<file path="src/rtl/pwm_capture.sv">
// Measures period and high time of an asynchronous PWM line in clk_i cycles,
// reporting each complete cycle (or a stuck-line timeout) with a one-cycle valid pulse.
module pwm_capture #(
    parameter int CounterWidth = 16,
    parameter int SyncStages   = 2
) (
    input  logic                    clk_i,
    input  logic                    rst_ni,
    input  logic                    pwm_i,
    output logic                    valid_o,
    output logic [CounterWidth-1:0] period_o,
    output logic [CounterWidth-1:0] high_o,
    output logic                    timeout_o,
    output logic                    level_o
);

    localparam logic [CounterWidth-1:0] MaxCount = '1;
    localparam logic [CounterWidth-1:0] One      = CounterWidth'(1);

    typedef enum logic {
        Idle,
        Measure
    } state_e;

    state_e                  state_q;
    logic [SyncStages-1:0]   sync_q;
    logic                    prev_q;
    logic [CounterWidth-1:0] period_cnt_q;
    logic [CounterWidth-1:0] high_cnt_q;
    logic                    sync;
    logic                    rise;

    assign sync    = sync_q[SyncStages-1];
    assign rise    = sync & ~prev_q;
    assign level_o = sync;

    // Synchroniser stage plus one extra flop for edge detection
    always_ff @(posedge clk_i or negedge rst_ni) begin
        if (!rst_ni) begin
            sync_q <= '0;
            prev_q <= 1'b0;
        end else begin
            sync_q <= {sync_q[SyncStages-2:0], pwm_i};
            prev_q <= sync;
        end
    end

    // Measurement stage: counters, state and registered reports
    always_ff @(posedge clk_i or negedge rst_ni) begin
        if (!rst_ni) begin
            state_q      <= Idle;
            period_cnt_q <= '0;
            high_cnt_q   <= '0;
            valid_o      <= 1'b0;
            period_o     <= '0;
            high_o       <= '0;
            timeout_o    <= 1'b0;
        end else begin
            valid_o <= 1'b0;
            case (state_q)
                Idle: begin
                    if (rise) begin
                        period_cnt_q <= One;
                        high_cnt_q   <= One;
                        state_q      <= Measure;
                    end else begin
                        period_cnt_q <= '0;
                        high_cnt_q   <= '0;
                    end
                end
                Measure: begin
                    if (rise) begin
                        period_o     <= period_cnt_q;
                        high_o       <= high_cnt_q;
                        timeout_o    <= 1'b0;
                        valid_o      <= 1'b1;
                        period_cnt_q <= One;
                        high_cnt_q   <= One;
                    end else if (period_cnt_q == MaxCount) begin
                        // No edge for a full counter range: line is stuck, level_o says which way
                        period_o     <= '0;
                        high_o       <= '0;
                        timeout_o    <= 1'b1;
                        valid_o      <= 1'b1;
                        period_cnt_q <= '0;
                        high_cnt_q   <= '0;
                        state_q      <= Idle;
                    end else begin
                        period_cnt_q <= period_cnt_q + One;
                        if (sync) begin
                            high_cnt_q <= high_cnt_q + One;
                        end
                    end
                end
                default: state_q <= Idle;
            endcase
        end
    end

endmodule

</file>
<file path="config.mk">
export PLATFORM = sky130hd
export DESIGN_NAME = pwm_capture
export DESIGN_NICKNAME = d
export VERILOG_FILES = /design/src/rtl/pwm_capture.sv
export SDC_FILE = /design/constraint.sdc
export NUM_CORES = 1
export LEC_CHECK = 0
export BUFFER_PORTS_ARGS = -buffer_cell sky130_fd_sc_hd__buf_2
export CELL_PAD_IN_SITES_DETAIL_PLACEMENT = 1
export CELL_PAD_IN_SITES_GLOBAL_PLACEMENT = 2
export CORE_MARGIN = 2
export CORE_UTILIZATION = 27
export CTS_CLUSTER_DIAMETER = 200
export DETAILED_ROUTE_END_ITERATION = 7
export HOLD_SLACK_MARGIN = 0.15
export PLACE_DENSITY = 0.63
export REMOVE_ABC_BUFFERS = 1
export SLEW_MARGIN = 20
export SYNTH_ARGS = -nofsm -noshare
export SYNTH_HDL_FRONTEND = slang
export SYNTH_SLANG_ARGS = --single-unit
</file>
<file path="constraint.sdc">
create_clock -name clk_i -period 1.9 [get_ports clk_i]
set_clock_uncertainty 0.1 [all_clocks]
set_input_delay 0.095 -clock clk_i [delete_from_list [all_inputs] [get_ports clk_i]]
set_output_delay 0.095 -clock clk_i [all_outputs]
set_load 0.02 [all_outputs]
</file>
==> results of run 1 <==
metal layers:
layer,track usage,up-vias,share of wire
li1,-,1356,-
met1,0.191,1372,0.48
met2,0.237,28,0.48
met3,0.0349,11,0.023
met4,0.0512,0,0.015
met5,0,-,0
area by class of cell:
cell class                      count  area share
Clock inverter                      4     0.00473
Clock buffer                       12      0.0629
Multi-Input combinational cell    250       0.331
Sequential cell                    70       0.414
Tap cell                          147      0.0434
Timing Repair Buffer               83       0.135
Inverter                           10     0.00886
layout by cell type, fill, tap and decap left out, types with 4 or more instances in the layout:
master,instances
a21oi_1,10
a31oi_1,6
buf_2,37
buf_4,41
clkbuf_16,9
clkinv_2,4
dfrtp_1,68
inv_1,9
nand2_1,76
nand2b_1,5
nand3_1,14
nor2_1,24
nor3_1,5
nor4_1,5
o21a_1,4
o21ai_0,34
o22ai_1,6
or2_2,4
xnor2_1,10
critical path, stage by stage (launching register included):
cell,delay (ps)
dfrtp_2,410
buf_4,120
nand4_1,170
or4_1,460
or3_1,330
a31oi_1,170
registers in the layout, indices dropped and copies added (netlist names):
name          cells
period_cnt_q     16
high_cnt_q       16
high_o           16
state_q           1
prev_q            1
period_o         16
timeout_o         1
sync_q            2
valid_o           1
worst paths after layout:
check	to	slack (ps)	cells after the start
max in group asynchronous	high_cnt_q[9]$_DFFE_PN0P_	940	3
min in group clk_i	sync_q[1]$_DFF_PN0_	250	0
worst max-delay path	high_cnt_q[13]$_DFFE_PN0P_	80	5
worst max register to register	high_cnt_q[13]$_DFFE_PN0P_	80	5
worst min register to register	sync_q[1]$_DFF_PN0_	250	0
worst min-delay path	period_o[3]$_DFFE_PN0P_	190	2
power by group:
group	internal (mW)	total, mW	switching, mW
clock network	0.981	1.64	0.660
registers	1.62	1.73	0.111
logic	0.288	0.675	0.386
repair_timing:
item	CTS	global route
buffers inserted	0	2
resized for setup	0	8
endpoints found under the hold margin	71	0
setup endpoints to repair	0	8
hold buffers	2	0
cell families after synthesis:
kind of cell / share of synthesized area
and+or+nand+nor: 0.236
AOI/OAI and AO/OA: 0.135
DFF: 0.535
buffers and inverters: 0.0474
xor gates and xnor gates: 0.0321
muxes: 0.00650
adders and majority gates: 0.00765
Yosys cell counts (2+ instances only):
library cell   n  share of area
nor4b_1        2         0.0054
nor4_1         5         0.0096
or4_1          3         0.0069
xnor2_1       10          0.027
buf_4          2         0.0046
o21ai_0       34          0.052
o311ai_0       2         0.0054
a31oi_1        6          0.011
nand3_2        2         0.0061
or2_2          4         0.0076
nand2b_1       5         0.0096
or3_1          4         0.0076
a21oi_1       10          0.015
nor3_1         5         0.0076
nand2_1       76          0.087
xor2_1         2         0.0054
clkbuf_1      10          0.011
nand4_1        3         0.0057
o22ai_1        6          0.011
a221oi_1       3         0.0080
and3_1         2         0.0038
buf_6          4          0.014
o311a_1        3         0.0092
o21a_1         4         0.0092
buf_2          3         0.0046
nor2b_1        3         0.0057
inv_1          9          0.010
dfrtp_1       70           0.54
nand3_1       15          0.023
nor2_1        26          0.030
ha_1           2         0.0076
==> results.md, run 1 <==
- The flow ran to the end, and the final reports show no timing, DRC or antenna violations.
- The final hold slack is between 150 and 200 ps.
- Measured on the finished design, the core utilization comes to 0.356.
- In the post-route analysis, the smallest setup slack over all paths is 77.3 ps.
- The root buffer cell is clkbuf_16.
- The critical path is of the reg2reg type.
- The via-per-instance ratio is 4.80.
- The placement-stage cell area is 0.00388 mm^2.
- The initial antenna violation count was 0.
- Measured against its own limit, the worst slew margin works out to 0.611.
- Detailed routing inserted a total of 2,767 vias.
- After floorplanning, the core was divided into 40 placement rows.
- In this run the remaining antenna-violating nets after routing total 0.
- The clock drives 70 sinks.
- The die covers 0.0130 mm^2.
- The share of the Yosys chip area taken by registers is 0.535.
- The count of final max-slew check failures came to 0.
- The hold violation total from the final report came to 0.
- The beginning of the worst register-to-register path is high_cnt_q[1]$_DFFE_PN0P_.
- The worst setup timing slack at the placement stage is 65.2 ps.
- In this run the horizontal extent of the chip is 114 um.
- Setup repair after global routing could not meet its margin everywhere.
- For this run, the detailed router's first-pass iteration total came to 4.
- After clock tree synthesis, the clock-pin slew on the worst setup and hold paths is 60 ps.
- The number of global-route vias before repair is 2,914.
- For this design the static power due to leakage is 1.90 nW.
- The port buffer count is 37.
- The area occupied by registers is 0.00175 mm^2.
- The clock passes through at most 2 buffers.
- The number of max-cap violations is 0.
- The HPWL reported at the end of detailed placement is 6160 um.
- Dividing the final minimum period by the clock period gives 0.959.
- During synthesis, Yosys emitted a total of 0 warnings.
- The final design instance area without fill is 0.00424 mm^2.
- The tightest min-delay check is of the in2async type.
- The final weighted congestion in routability-driven placement is 0.754.
- The flip-flop cell with the highest count after synthesis is dfrtp_1.
- For this design the top-level I/O count stands at 38.
- The routed design has 8820 um of wire.
- At the worst endpoint, the required time is 2070 ps.
- The critical path endpoint category is a register.
- The power density over cell area is 955 mW/mm^2.
- The routed design could run at a clock period as short as 1820 ps.
- The first global-routing pass estimated 14,700 um of wire.
- The peak fanout along the critical path is 4.
- The post-layout net count is 429.
- The worst supply voltage drop on vdd is around 0.00035 V.
- The height of the die is 114 um.
- In the synthesized netlist the async set-or-reset flop fraction comes to 1.00.
- The remaining routing DRC violations is 0.
- The setup TNS is 0 ps.
- The overall power of the completed layout is around 4.0 mW.
- The synthesized design contains 70 register bits.
- Each instance of the synthesized netlist takes up on average 9.35 um^2.
- The TritonCTS buffer count is 9.
- After synthesis the cells add up to approximately 0.0033 mm^2.
- The cell count after placement is 556.
- 0 antenna diodes ended up in the layout.
- After detailed routing, the average wire length per cell comes to between 15 and 20 um.
- The synthesis-to-layout area growth is 29.5%.
- The multi-input combinational cell area is 0.00140 mm^2.
- Setup violations remaining at the end of the flow were counted as 0.
- Yosys mapped a number of flops with a built-in enable equal to 0.
- Entering global routing, the biggest net connects 29 pins.
- Global routing finished with a remaining overflow of 0.
- The iteration-0 DRC count of the detailed router is 74.
- The startpoint type of the worst setup path is a register.
- TritonCTS built the clock tree.
- The filler-free cell count of the finished design is between 500 and 600.
- The distinct cell type count of the synthesized netlist is 46.
- The endpoint arrival time on the critical path is just under 2000 ps.
- The global-route total usage across every layer is 0.146.
- For this configuration, the core starts out at a cell density of 0.275.
- The slew at the pin with the worst max-slew slack is about 600 ps.
- In this run the worst setup path begins at high_cnt_q[1]$_DFFE_PN0P_.
- In the final layout, the share of cells above drive strength 1 is 0.270.
- Timing would allow up to 549 MHz.
- At the later pin of the worst-skew pair, clock insertion delay measures around 340 ps.
- Fill cells in the final layout number between 1,000 and 1,500.
- The deepest level of the CTS H-tree is 3.
- The placeable core region is 0.0119 mm^2.
- The number of instances in the synthesized netlist is 350.
Note: power is estimated with default switching activity, not from simulation.
==> inputs of run 2 (changes only) <==
--- a/config.mk
+++ b/config.mk
@@ -10,3 +10,3 @@
 export CELL_PAD_IN_SITES_GLOBAL_PLACEMENT = 2
-export CORE_MARGIN = 2
+export CORE_MARGIN = 4
 export CORE_UTILIZATION = 27
==> constraint.sdc (replaced) <==
create_clock -name clk_i -period 1.9 [get_ports clk_i]
set_clock_uncertainty 0.1 [all_clocks]
set_input_delay 0.19 -clock clk_i [delete_from_list [all_inputs] [get_ports clk_i]]
set_output_delay 0.19 -clock clk_i [all_outputs]
set_load 0.02 [all_outputs]
==> run 2 against run 1 <==
Combinational power down 1%. Worst hold slack better by 64 ps. Critical path type unchanged. Sequential power about the same. Highest routed layer unchanged. Routed wire length up 2.0%. Sequential cell count unchanged. Largest power group unchanged. Fmax up 0.55%. Critical endpoint is now high_cnt_q[14]$_DFFE_PN0P_.
==> results.md, run 2 (synthesized netlist as in run 1, its figures left out) <==
- The remaining routing DRC violations is 0 (unchanged).
- Setup repair after global routing left no endpoint under its margin.
- The die area was 0.0139 mm^2 (+7.1%).
- The worst-skew pair later-pin latency is 350 ps (about the same).
- The root buffer cell is clkbuf_16.
- The global-route total usage across every layer is 0.141 (-0.00532).
- The portion of total power attributed to combinational logic came to 0.164 (-0.003).
- The pin count of the biggest net entering global routing came to 71 (+140%).
- The number of sinks driven by the clock tree came to 70 (unchanged).
- The library cell used most frequently in the layout, excluding fill and tap cells, is nand2_1.
- The number of routed nets with antenna violations is 0 (unchanged).
- The library cells used most frequently in the layout, excluding fill and tap cells, are 76 x nand2_1, 68 x dfrtp_1, 41 x buf_4, 37 x buf_2, 34 x o21ai_0.
- The initial core utilization was 0.281 (+0.00586).
- The setup fix buffers added after clock tree synthesis came to 0 (unchanged).
- The number of global-route vias before repair came to 3,102 (+6.5%).
- The worst setup path is captured at a register.
- The iteration-0 DRC count of the detailed router is 115 (+55%).
- The peak fanout along the critical path came to 5 (+1).
- The number of iterations in the first detailed-routing pass was 4 (unchanged).
- The clock period minus final worst setup slack is 1810 ps (-10.0 ps).
- The port buffer count is 37 (unchanged).
- The number of max-cap violations is 0 (unchanged).
- The tightest slew margin relative to the limit was 0.739 (+0.128).
- The worst supply voltage drop on vdd is 0.000399 V (+15%).
- The required time at the endpoint of the critical path is 2070 ps (about the same).
- The maximum clock frequency was 552 MHz (+0.55%).
- The count of final max-slew check failures was 0 (unchanged).
- The clock-pin slew on the worst setup and hold paths is 60 ps (about the same).
- The chip width is 118 um (+3.5%).
- The worst register-to-register path begins at high_cnt_q[0]$_DFFE_PN0P_.
- The startpoint type of the worst setup path is a register.
- The endpoint arrival time on the critical path is 1980 ps (about the same).
- The ratio of cells with drive above 1 in the final layout is 0.264 (-0.00638).
- The final setup violation count is 0 (unchanged).
- The antenna diode instance count is 0 (unchanged).
- The power density over cell area is 956 mW/mm^2 (about the same).
- The maximum buffer depth of the clock tree was 2 (unchanged).
- The via-per-instance ratio came to 4.84 (+0.73%).
- The placement-stage cell area is 0.00389 mm^2 (+0.26%).
- The TritonCTS buffer count was 9 (unchanged).
- The wire length after detailed routing is 8990 um (+2.0%).
- The standby leakage power was 1.89 nW (-0.24%).
- The average detailed-routed wire length per instance is 15.7 um (+2.9%).
- The via count is 2,763 (-0.14%).
- The initial antenna violation count is 0 (unchanged).
- The count of boundary I/O pins is 38 (unchanged).
- The hold violation total from the final report came to 0 (unchanged).
- The switching share of power was 0.278 (-0.00740).
- The global-route congestion overflow total was 0 (unchanged).
- The clock network fraction of design power was 0.410 (+0.005).
- The overall power of the completed layout is 4.05 mW (about the same).
- The total number of placement rows is 39 (-2.5%).
- The synthesis-to-layout area growth is 29.4% (about the same).
- The number of cells on the worst reg-to-reg path is 5 (unchanged).
- The timing startpoint of the critical path is high_cnt_q[0]$_DFFE_PN0P_.
- The final period utilization came to 0.954 (-0.00528).
- The register-to-register setup slack is 90 ps (about the same).
- The net switching power is 1.13 mW (-2.6%).
- The final design instance area without fill was 0.00423 mm^2 (about the same).
- The post-layout net count was 429 (unchanged).
- The height of the die is 118 um (+3.5%).
- The run finished with clean final reports.
- The deepest level of the CTS H-tree came to 3 (unchanged).
- The global-route wire length before repair is 15,600 um (+6.1%).
- In this run the critical register-to-register path is captured at high_cnt_q[14]$_DFFE_PN0P_.
- The final weighted congestion in routability-driven placement is 0.757 (+0.38%).
- The HPWL reported at the end of detailed placement is 6170 um (+0.15%).
- The worst min-delay path category is reg2reg.
- The slew at the pin with the worst max-slew slack is 392 ps (-192 ps).
- The placeable core region is 0.0117 mm^2 (-2.1%).
- The sequential share of power came to 0.426 (-0.002).
- The critical path is of the reg2reg type.
- The internal power is 2.92 mW (+1.0%).
- The clock tree from TritonCTS is built.
- In this run the worst setup path terminates at high_cnt_q[14]$_DFFE_PN0P_.
## run 2: layout make-up
class | count | area, um^2
fill | 1353 | 7430
sequential | 70 | 1750
multi-input combinational | 250 | 1400
timing repair buffer | 83 | 573
clock buffer | 15 | 288
tap | 143 | 179
inverter | 10 | 37.5
## run 2: critical path: stages (launching register included)
cell	delay (ps)
dfrtp_1	410
ha_4	180
nand3_2	60
or2_2	290
or4_1	510
a31oi_1	180
## run 2: metal layers
metal  vias to the layer above  share of wire  GRT usage
met5                         -              0          0
met4                         0          0.021     0.0659
met3                        14          0.025     0.0308
met2                        27           0.49      0.235
met1                      1368           0.47      0.172
li1                       1354              -          -
## run 2: how the worst min path moves through the flow
stage	slack, ps	start	endpoint	cells after the start
3_5_place_dp	160	rst_ni	period_o[3]$_DFFE_PN0P_	2
2_1_floorplan	-210	rst_ni	high_cnt_q[0]$_DFFE_PN0P_	0
4_1_cts	260	sync_q[0]$_DFF_PN0_	sync_q[1]$_DFF_PN0_	0
6_report	250	sync_q[0]$_DFF_PN0_	sync_q[1]$_DFF_PN0_	0
3_3_place_gp	160	rst_ni	period_o[3]$_DFFE_PN0P_	2
5_1_grt	260	sync_q[0]$_DFF_PN0_	sync_q[1]$_DFF_PN0_	0
## run 2: power groups by stage
| stage | registers [mW] | logic [mW] | clock network [mW] |
|---|---|---|---|
| after floorplan | 1.84 | 0.224 | 0 |
| after global placement | 1.73 | 0.657 | 0 |
| after detailed placement | 1.74 | 0.665 | 0 |
| after CTS | 1.71 | 0.670 | 1.71 |
| after global routing | 1.75 | 0.755 | 1.78 |
| final | 1.72 | 0.665 | 1.66 |
## run 2: repair_timing
item	CTS	global route
setup endpoints to repair	0	23
hold buffers	2	0
endpoints found under the hold margin	71	0
gates resized for setup	0	8
## run 2: per-stage QoR
stage	cells	worst slack (ps)	util	hold slack, ps	TNS [ps]
global route	571	2.79	0.363	261	0
detailed placement	554	30.7	0.333	156	0
global placement	554	93.6	0.333	157	0
CTS	571	18.8	0.360	258	0
finish	571	87.4	0.363	250	0
floorplan	330	-240	-	-206	-6070
==> inputs of run 3 (changes only) <==
CELL_PAD_IN_SITES_DETAIL_PLACEMENT = not set   (was 1)
CELL_PAD_IN_SITES_GLOBAL_PLACEMENT = not set   (was 2)
PLACE_DENSITY = 0.44   (was 0.63)
REMOVE_ABC_BUFFERS = not set   (was 1)
==> run 3 against run 2 <==
Final cell count rose by 1.2%. Utilization rose by 1.2 points. Clock power rose by 11%. Count of clock-buffer cells in the layout fell by 4. Critical path type unchanged.
==> results.md, run 3 (synthesized netlist as in run 1, its figures left out) <==
- The run finished with clean final reports.
- The count of boundary I/O pins is 38 (unchanged).
- The die area came to 0.0139 mm^2 (unchanged).
- The count of final max-slew check failures is 0 (unchanged).
- The initial core utilization came to 0.281 (unchanged).
- The peak fanout along the critical path was 6 (+1).
- The maximum clock frequency is 534 MHz (-3.3%).
- The average detailed-routed wire length per instance is 15.8 um (+0.37%).
- The placeable core region is 0.0117 mm^2 (unchanged).
- The final hold slack is 251 ps (+0.813 ps).
- The number of max-cap violations is 0 (unchanged).
- The via-per-instance ratio came to 4.81 (-0.64%).
- The worst supply voltage drop on vdd was 0.000348 V (-13%).
- The iteration-0 DRC count of the detailed router was 144 (+25%).
- The final setup violation count is 0 (unchanged).
- The number of routed nets with antenna violations came to 0 (unchanged).
- The clock network fraction of design power is 0.436 (+0.026).
- The clock-pin slew on the worst setup and hold paths is 60 ps (about the same).
- The required time at the endpoint of the critical path is 2010 ps (-60 ps).
- The initial antenna violation count is 0 (unchanged).
- The TritonCTS buffer count is 9 (unchanged).
- The final weighted congestion in routability-driven placement is 0.746 (-1.4%).
- Walking the worst path, the cells encountered are ha_4, and4_4, nand3_4, nor3_4, buf_6, clkbuf_16, o22ai_1.
- The critical path in this run is classified as reg2reg.
- The ratio of cells with drive above 1 in the final layout came to 0.283 (+0.0187).
- The cell with the biggest individual delay on the critical path is dfrtp_1.
- The chip width was 118 um (unchanged).
- The HPWL reported at the end of detailed placement is 5640 um (-8.6%).
- The power density over cell area is 971 mW/mm^2 (+1.6%).
- The slew at the pin with the worst max-slew slack came to 454 ps (+61.9 ps).
- The highest cell delay on the worst timing path is 400 ps (-110 ps).
- The standby leakage power is 1.95 nW (+3.2%).
- The deepest level of the CTS H-tree is 3 (unchanged).
- The height of the die came to 118 um (unchanged).
- The remaining routing DRC violations is 0 (unchanged).
- The tightest slew margin relative to the limit is 0.698 (-0.0413).
- The via count is 2,779 (+0.58%).
- The number of sinks driven by the clock tree came to 70 (unchanged).
- The setup TNS came to 0 ps (unchanged).
- The number of global-route vias before repair is 2,864 (-7.7%).
- Counting every net in the synthesized netlist gives 355.
- STA classifies the critical path endpoint as a register.
- The maximum buffer depth of the clock tree is 2 (unchanged).
- Setup repair after global routing could not meet its margin everywhere.
- The worst min-delay path category is reg2reg.
- The hold violation total from the final report came to 0 (unchanged).
- The total of fill cells in the finished design is 1,195 (-12%).
- The final core area utilization is 0.375 (+0.0121).
- The net switching power is 1.16 mW (+2.8%).
- The final period utilization is 0.986 (+0.0321).
- The wire length after detailed routing is 9130 um (+1.6%).
- The multi-input combinational cell area is 0.00143 mm^2 (+1.9%).
- The pin count of the biggest net entering global routing came to 71 (unchanged).
- In the layout the commonest cells are 76 x nand2_1, 70 x dfrtp_1, 41 x buf_4, 38 x buf_2, 26 x o21ai_0.
- The endpoint arrival time on the critical path is 1980 ps (about the same).
- The internal power came to 3.09 mW (+5.8%).
- The global-route congestion overflow total is 0 (unchanged).
- The number of iterations in the first detailed-routing pass is 4 (unchanged).
- The area occupied by registers is 0.00175 mm^2 (-0.14%).
- The most common cell after layout, fill and taps aside is nand2_1.
- The synthesis-to-layout area growth is 33.7%.
- The global-route wire length before repair is 14,700 um (-5.9%).
- The post-layout net count came to 435 (+1.4%).
- The sequential share of power is 0.407 (-0.019).
- The antenna diode instance count is 0 (unchanged).
- The total number of placement rows is 39 (unchanged).
- The startpoint type of the worst setup path is a register.
- The switching share of power is 0.273 (-0.00568).
- The global-route total usage across every layer was 0.131 (-0.00962).
- The clock tree from TritonCTS is built.
- The clock period minus final worst setup slack is 1870 ps (+61.1 ps).
- The portion of total power attributed to combinational logic was 0.156 (-0.008).
- The worst-skew pair later-pin latency was 340 ps (about the same).
- The port buffer count is 37 (unchanged).
- In this run the clock root is driven by a clkbuf_16.
run 3: cell count changes in the layout (fill, tap and decap cells not counted), moves of 2 or more:
cell        change
o21ai_1         +8
or4_1           -2
or4_4           +2
clkinvlp_4      +3
bufinv_16       +2
o21ai_0         -8
dfrtp_1         +2
clkbuf_16       +2
buf_6           +4
clkbuf_8        -3
dfrtp_2         -2
run 3: routing by layer:
layer  routed length, um  GRT usage  vias up
met4                 153     0.0549        0
li1                    -          -     1369
met5                   0          0        -
met3                 264     0.0346        9
met1                4120      0.159     1366
met2                4600      0.220       35
run 3: layout make-up:
| class | instances | area share |
|---|---|---|
| repair buffers | 89 | 0.149 |
| multi-input cells | 250 | 0.326 |
| well taps | 143 | 0.0409 |
| clock inverters | 5 | 0.0189 |
| clock buffers | 11 | 0.0555 |
| flip-flops and latches | 70 | 0.400 |
| inverters | 10 | 0.00858 |
run 3: worst paths after layout:
check | depth (start not counted) | to | slack (ps) | from
worst max-delay path | 7 | high_o[8]$_DFFE_PN0P_ | 30 | period_cnt_q[1]$_DFF_PN0_
worst min-delay path | 0 | sync_q[1]$_DFF_PN0_ | 250 | sync_q[0]$_DFF_PN0_
worst max register to register | 7 | high_o[8]$_DFFE_PN0P_ | 30 | period_cnt_q[1]$_DFF_PN0_
worst min register to register | 0 | sync_q[1]$_DFF_PN0_ | 250 | sync_q[0]$_DFF_PN0_
max in group asynchronous | 3 | high_o[1]$_DFFE_PN0P_ | 1080 | rst_ni
min in group asynchronous | 3 | period_cnt_q[11]$_DFF_PN0_ | 300 | rst_ni
run 3: per-stage QoR:
stage	power, mW	instance area, um^2	setup WS, ps	std cells
6_report	4.25	4370	26.3	578
5_1_grt	4.45	4370	-34.0	578
2_1_floorplan	2.09	3270	6.05	350
3_5_place_dp	2.38	3840	83.0	549
4_1_cts	4.28	4180	64.4	567
3_3_place_gp	2.38	3840	109	549
run 3: worst max-delay path, delay by kind of cell, from the launching register on:
kind / cells / cell delay, ps
AND/OR/NAND/NOR: 3 / 650
AO/OA/AOI/OAI: 1 / 80
buffers and inverters: 2 / 340
adder cells (fa/ha/maj): 1 / 170
flip-flops: 1 / 400
run 3: what timing repair did:
action	in CTS	in global routing
endpoints found under the hold margin	71	0
gates resized for setup	0	23
hold buffers	2	0
buffers inserted	0	7
endpoints found under the setup margin	0	39
run 3: power groups by stage:
stage	clock network [mW]	registers [mW]	logic (mW)
floorplan	0	1.81	0.281
global route	1.96	1.75	0.737
finish	1.85	1.73	0.663
detailed placement	0	1.74	0.641
CTS	1.91	1.71	0.648
global placement	0	1.73	0.641
